--- src/rtl/hazard_controller_pkg.sv ---
// Shared types and sizing for the register hazard (scoreboard) controller.
package hazard_controller_pkg;

    localparam int REG_COUNT = 16;
    localparam int REG_IDX_W = 4;
    localparam int CNT_W     = 2;

    localparam logic [CNT_W-1:0] CNT_MAX = 2'd3;

    typedef enum logic [1:0] {
        RUN    = 2'd0,
        DRAIN  = 2'd1,
        HALTED = 2'd2,
        FLUSH  = 2'd3
    } t_hazard_state;

endpackage

--- src/rtl/hazard_controller_counter.sv ---
// One register's in-flight write count: saturating 2-bit up/down counter with
// clear, a sticky underflow flag and a look-ahead "will be zero" output.
module hazard_counter
    import hazard_controller_pkg::*;
(
    input  logic             clock,
    input  logic             reset_n,
    input  logic             i_clear,
    input  logic             i_inc,
    input  logic             i_dec,
    output logic [CNT_W-1:0] o_count,
    output logic             o_nonzero,
    output logic             o_underflow,
    output logic             o_nextZero
);

    logic [CNT_W-1:0] r_count;
    logic             r_underflow;
    logic [CNT_W-1:0] w_nextCount;
    logic             w_underflowEvent;

    // Simultaneous inc and dec cancel; clear wins over both.
    always_comb begin
        w_nextCount      = r_count;
        w_underflowEvent = 1'b0;
        if (i_clear) begin
            w_nextCount = '0;
        end else if (i_inc && !i_dec) begin
            if (r_count != CNT_MAX) begin
                w_nextCount = r_count + 1'b1;
            end
        end else if (i_dec && !i_inc) begin
            if (r_count == '0) begin
                w_underflowEvent = 1'b1;
            end else begin
                w_nextCount = r_count - 1'b1;
            end
        end
    end

    always_ff @(posedge clock or negedge reset_n) begin
        if (!reset_n) begin
            r_count     <= '0;
            r_underflow <= 1'b0;
        end else begin
            r_count <= w_nextCount;
            if (w_underflowEvent) begin
                r_underflow <= 1'b1;
            end
        end
    end

    assign o_count     = r_count;
    assign o_nonzero   = (r_count != '0);
    assign o_underflow = r_underflow;
    assign o_nextZero  = (w_nextCount == '0);

endmodule

--- src/rtl/hazard_controller.sv ---
// Register scoreboard: stalls issue on RAW hazards or a full per-register
// count, and sequences flush and halt/drain of in-flight writes.
module hazard_controller
    import hazard_controller_pkg::*;
(
    input  logic                 clock,
    input  logic                 reset_n,
    input  logic                 issue_valid,
    input  logic                 issue_dest_write,
    input  logic [REG_IDX_W-1:0] issue_dest_index,
    input  logic                 issue_src_a_used,
    input  logic [REG_IDX_W-1:0] issue_src_a_index,
    input  logic                 issue_src_b_used,
    input  logic [REG_IDX_W-1:0] issue_src_b_index,
    input  logic                 retire_write,
    input  logic [REG_IDX_W-1:0] retire_index,
    input  logic                 flush,
    input  logic                 halting,
    output logic                 stall,
    output logic                 issue_accept,
    output logic [REG_COUNT-1:0] pending,
    output logic                 halted,
    output logic                 underflow_error,
    output logic [1:0]           state
);

    t_hazard_state        r_state;
    logic                 r_halted;
    logic                 w_stall;
    logic                 w_clear;
    logic                 w_issueWrite;
    logic                 w_srcHazard;
    logic                 w_destFull;
    logic [CNT_W-1:0]     w_count [REG_COUNT];
    logic [REG_COUNT-1:0] w_underflow;
    logic [REG_COUNT-1:0] w_nextZero;

    // Hazards are judged on registered counts only, so a same-cycle retire
    // of a source does not release the stall until the following cycle.
    always_comb begin
        w_srcHazard = (issue_src_a_used && (w_count[issue_src_a_index] != '0)) ||
                      (issue_src_b_used && (w_count[issue_src_b_index] != '0));
        w_destFull  = issue_dest_write && (w_count[issue_dest_index] == CNT_MAX);
        w_stall     = 1'b1;
        if (r_state == RUN) begin
            w_stall = (issue_valid && w_srcHazard) || w_destFull;
        end
    end

    assign w_issueWrite = issue_valid && !w_stall && issue_dest_write;
    assign w_clear      = (r_state == FLUSH) || (flush && (r_state != HALTED));

    for (genvar n = 0; n < REG_COUNT; n++) begin : g_counter
        hazard_counter u_counter (
            .clock       (clock),
            .reset_n     (reset_n),
            .i_clear     (w_clear),
            .i_inc       (w_issueWrite && (issue_dest_index == REG_IDX_W'(n))),
            .i_dec       (retire_write && (retire_index == REG_IDX_W'(n))),
            .o_count     (w_count[n]),
            .o_nonzero   (pending[n]),
            .o_underflow (w_underflow[n]),
            .o_nextZero  (w_nextZero[n])
        );
    end

    // DRAIN looks at next-cycle counts so halted rises right after the last retire.
    always_ff @(posedge clock or negedge reset_n) begin
        if (!reset_n) begin
            r_state  <= RUN;
            r_halted <= 1'b0;
        end else begin
            case (r_state)
                RUN: begin
                    if (flush) begin
                        r_state <= FLUSH;
                    end else if (halting) begin
                        r_state <= DRAIN;
                    end
                end
                FLUSH: begin
                    if (flush) begin
                        r_state <= FLUSH;
                    end else if (halting) begin
                        r_state <= DRAIN;
                    end else begin
                        r_state <= RUN;
                    end
                end
                DRAIN: begin
                    if (flush) begin
                        r_state <= FLUSH;
                    end else if (&w_nextZero) begin
                        r_state  <= HALTED;
                        r_halted <= 1'b1;
                    end
                end
                HALTED: begin
                    r_state  <= HALTED;
                    r_halted <= 1'b1;
                end
                default: begin
                    r_state  <= RUN;
                    r_halted <= 1'b0;
                end
            endcase
        end
    end

    assign stall           = w_stall;
    assign issue_accept    = issue_valid && !w_stall;
    assign halted          = r_halted;
    assign underflow_error = |w_underflow;
    assign state           = r_state;

endmodule

--- config.mk ---
export PLATFORM = sky130hd
export DESIGN_NAME = hazard_controller
export DESIGN_NICKNAME = d
export VERILOG_FILES = /design/src/rtl/hazard_controller_pkg.sv /design/src/rtl/hazard_controller_counter.sv /design/src/rtl/hazard_controller.sv
export SDC_FILE = /design/constraint.sdc
export NUM_CORES = 1
export LEC_CHECK = 0
export CAP_MARGIN = 20
export CORE_MARGIN = 5
export CORE_UTILIZATION = 45
export DETAILED_ROUTE_END_ITERATION = 16
export PLACE_DENSITY = 0.66
export SLEW_MARGIN = 5
export SYNTH_ARGS = -nofsm -noshare
export SYNTH_HDL_FRONTEND = slang
export SYNTH_SLANG_ARGS = --single-unit
--- constraint.sdc ---
create_clock -name clock -period 5.9 [get_ports clock]
set_clock_uncertainty 0.15 [all_clocks]
set_input_delay 0.59 -clock clock [delete_from_list [all_inputs] [get_ports clock]]
set_output_delay 0.59 -clock clock [all_outputs]
set_load 0.02 [all_outputs]
==> impl_metrics.py <==
metrics = {
    "status": {
        "status": "finished clean",
    },
    "clocking": {
        "path_clk_slew_ps": 100,
        "clockRootBuffer": "clkbuf_8",
        "htreeDepth": 2,
        "cts_tree": "built",
        "cts_inserted_buffers": 5,
        "cts_setup_buffers": 0,
        "cts_sinks": 51,
        "cts_resized": 0,
        "cts_buffer_depth": 2,
        "hold_buffers": 0,
        "clk-insertion-delay-late_ps": 310,
    },
    "synth": {
        "ys_seq_area_share_pct": 30.41,
        "syn_inst": 496,
        "synth-edff-count": 0,
        "ys_ff_latch": 51,
        "synth_area_mm2": 0.004197,
        "synthArstFlopShare_pct": 100.0,
        "ys_types": 80,
        "syn_nets": 525,
        "synth_area_per_cell_um2": 8.461,
        "synthFlopType": "dfrtp_1",
        "synth_warnings": 0,
    },
    "worst_setup_path": {
        "cp-start-kind": "input port",
        "cp_common_cell": "o21a_1",
        "crit_slowest_cell": "clkdlybuf4s50_1",
        "crit_chain": "clkdlybuf4s50_1 > mux4_2 > o2111a_2 > o21ai_4 > nand3_4 > o21a_1 > a211o_1 > a311o_1 > or4_1 > o21a_1 > mux2_4",
        "max_stage_delay_ps": 910,
        "worst-setup-path-type": "in2reg",
        "reg2reg_depth": 11,
        "arrival_ps": 4940,
        "cp.required_ps": 5950,
        "worstPathMaxFanout": 17,
        "crit_path_end_kind": "flop",
    },
    "routing": {
        "wl_per_cell_um": 23.30,
        "viasPerCell": 6.677,
        "remaining_drc_errors": 0,
        "first_iter_violations": 373,
        "wl_um": 14580,
        "num_vias": 4180,
        "ant_nets": 0,
        "first_pass_iters": 6,
    },
    "global_routing": {
        "grt_pass1_vias": 3994,
        "grt_remaining_overflow": 0,
        "grt_max_degree": 52,
        "grt_pass1_wl_um": 22740,
        "grtUsageTotal_pct": 25.65,
        "grt_antenna_before_repair": 1,
    },
    "hold_path": {
        "hold_class": "in2async",
    },
    "die": {
        "dieArea_mm2": 0.01136,
        "fp-row-count": 35,
        "start_util_pct": 45.85,
        "chipWidth_um": 106.6,
        "core-area_mm2": 0.009153,
        "io_pins": 47,
        "die_y_um": 106.6,
    },
    "timing": {
        "finalHoldViolCount": 0,
        "finalCriticalPeriod_ps": 4885,
        "tns_ps": 0,
        "worst_pin_slew_ps": 828.9,
        "slew_viol_final": 0,
        "finalCritPeriodShare_pct": 82.80,
        "setup_viol": 0,
        "setup_slack_ps": 1015,
        "fmax_mhz": 204.7,
        "slew_headroom_pct": 44.32,
        "rsz0062_at_grt": "no",
        "fin_hold_ws_ps": 227.5,
    },
    "placed_design": {
        "numPortBuffers": 46,
        "pre_cts_ws_ps": 706.2,
        "gp_congestion": 0.9292,
        "dp_hpwl_um": 11130,
    },
    "cells_and_area": {
        "syn_to_final_growth_pct": 12.10,
        "drive_gt1_share_pct": 8.350,
        "fin_nets": 543,
        "fillers": 860,
        "antennaDiodeCount": 0,
    },
    "power": {
        "leakage_uw": 0.001943,
        "ir_worst_vdd_uv": 245.5,
        "powerDensity_mw_per_mm2": 243.4,
    },
    "run": {
        "drv_cap": 0,
    },
}
-- flip-flops by register name (all words and copies together) (netlist names) --
register                         flops
halted                               1
g_counter.u_counter.o_count         32
g_counter.u_counter.o_underflow     16
state                                2
-- final timing paths --
check / from / to / slack, ps
max reg2reg: g_counter[12].u_counter.o_count[1]$_DFF_PN0_ / state[0]$_DFFE_PN0P_ / 1570
min in group clock: g_counter[13].u_counter.o_underflow$_DFFE_PN0P_ / g_counter[13].u_counter.o_underflow$_DFFE_PN0P_ / 330
max in group asynchronous: reset_n / g_counter[0].u_counter.o_underflow$_DFFE_PN0P_ / 4910
min: reset_n / g_counter[2].u_counter.o_count[0]$_DFF_PN0_ / 230
max: issue_dest_index[1] / state[0]$_DFFE_PN0P_ / 1010
min reg2reg: g_counter[13].u_counter.o_underflow$_DFFE_PN0P_ / g_counter[13].u_counter.o_underflow$_DFFE_PN0P_ / 330
-- stage by stage --
stage | std cells | instance area, µm² | utilization, % | total power [µW]
final | 626 | 4705 | 51.40 | 1145
after floorplan | 496 | 4197 | - | 725.5
after global placement | 618 | 4587 | 50.12 | 875.1
after detailed placement | 618 | 4587 | 50.12 | 882.5
after global routing | 626 | 4705 | 51.40 | 1197
after CTS | 626 | 4705 | 51.40 | 1143
-- cell families (layout without fill, tap and decap cells) --
family | after synthesis | count (layout) | synth area share (%)
AO/OA/AOI/OAI | 136 | 136 | 24.93
XOR/XNOR | 5 | 5 | 1.044
adder cells (fa/ha/maj) | 5 | 5 | 1.431
buffers and inverters | 71 | 90 | 8.438
flip-flops | 51 | 51 | 30.41
multiplexers | 19 | 19 | 7.961
AND/OR/NAND/NOR | 209 | 209 | 25.79
-- routing by layer --
layer	vias to the layer above	track usage (%)	part of all wire [%]
met5	-	0	0.14
met4	2	8.584	3.2
met3	36	4.816	8.2
met2	219	39.79	46
met1	2029	36.07	43
li1	1894	-	-
-- synthesized netlist by cell type, types with 5 or more instances --
master     n  area [µm²]
a211oi_1   7       52.55
a21oi_1   17       85.08
a31o_2     5       43.79
a31oi_1    7       43.79
a41o_1     6       60.06
and2_1     5       31.28
and3_1     7       43.79
buf_4     16       120.1
clkbuf_1  14       52.55
dfrtp_1   51        1276
inv_1     33       123.9
mux2i_1    6       60.06
mux4_2     7       157.7
nand2_1   26       97.59
nand2b_1   8       50.05
nand3_1   20       100.1
nand4_1    7       43.79
nor2_1    68       255.2
nor2b_1    5       31.28
nor3_1    26       130.1
nor4_1    10       62.56
o211ai_1   7       52.55
o21ai_0   20       100.1
o31a_1     5       43.79
o31ai_1    5       37.54
or2_2      6       37.54
-- cells in the final DEF (no fill, tap or decap), drive strengths merged, types with 4 or more instances in the layout --
master / synthesis / layout
ha: 4 / 4
clkbuf: 14 / 6
nor4: 12 / 12
and3: 7 / 7
a41o: 6 / 6
dfrtp: 51 / 51
o21ai: 21 / 21
or2: 6 / 6
nor2b: 5 / 5
inv: 33 / 33
a22oi: 4 / 4
nand2: 26 / 26
mux4: 10 / 10
mux2i: 6 / 6
clkdlybuf4s50: 0 / 45
buf: 24 / 4
o2111a: 5 / 5
nand3b: 4 / 4
o31a: 5 / 5
a31o: 5 / 5
o211ai: 7 / 7
a211oi: 7 / 7
o31ai: 5 / 5
a21oi: 17 / 17
and2: 5 / 5
nand3: 21 / 21
o21a: 4 / 4
nand2b: 8 / 8
a31oi: 7 / 7
nor3: 26 / 26
nor2: 68 / 68
nand4: 7 / 7
-- worst max-delay path, delay by kind of cell --
kind / cells / cell delay [ps]
multiplexers: 2 / 880
AND/OR/NAND/NOR: 2 / 690
buffers and inverters: 1 / 910
AO/OA/AOI/OAI: 6 / 1850
-- power breakdown --
group / switching (µW) / leakage (µW) / internal [µW] / total [µW]
logic: 256 / 0.00123 / 162 / 417
registers: 57.2 / 0.000655 / 407 / 464
clock network: 126 / 0.0000612 / 138 / 263
-- layout make-up --
| type | instances | area (µm²) | share of cell area (%) |
|---|---|---|---|
| timing repair buffer | 49 | 478.0 | 10.16 |
| clock buffer | 6 | 82.58 | 1.755 |
| sequential | 51 | 1276 | 27.13 |
| inverter | 33 | 123.9 | 2.633 |
| multi-input combinational | 374 | 2570 | 54.63 |
| clock inverter | 2 | 35.03 | 0.7447 |
| tap | 111 | 138.9 | 2.952 |
Power figures use the tool's default switching activity.
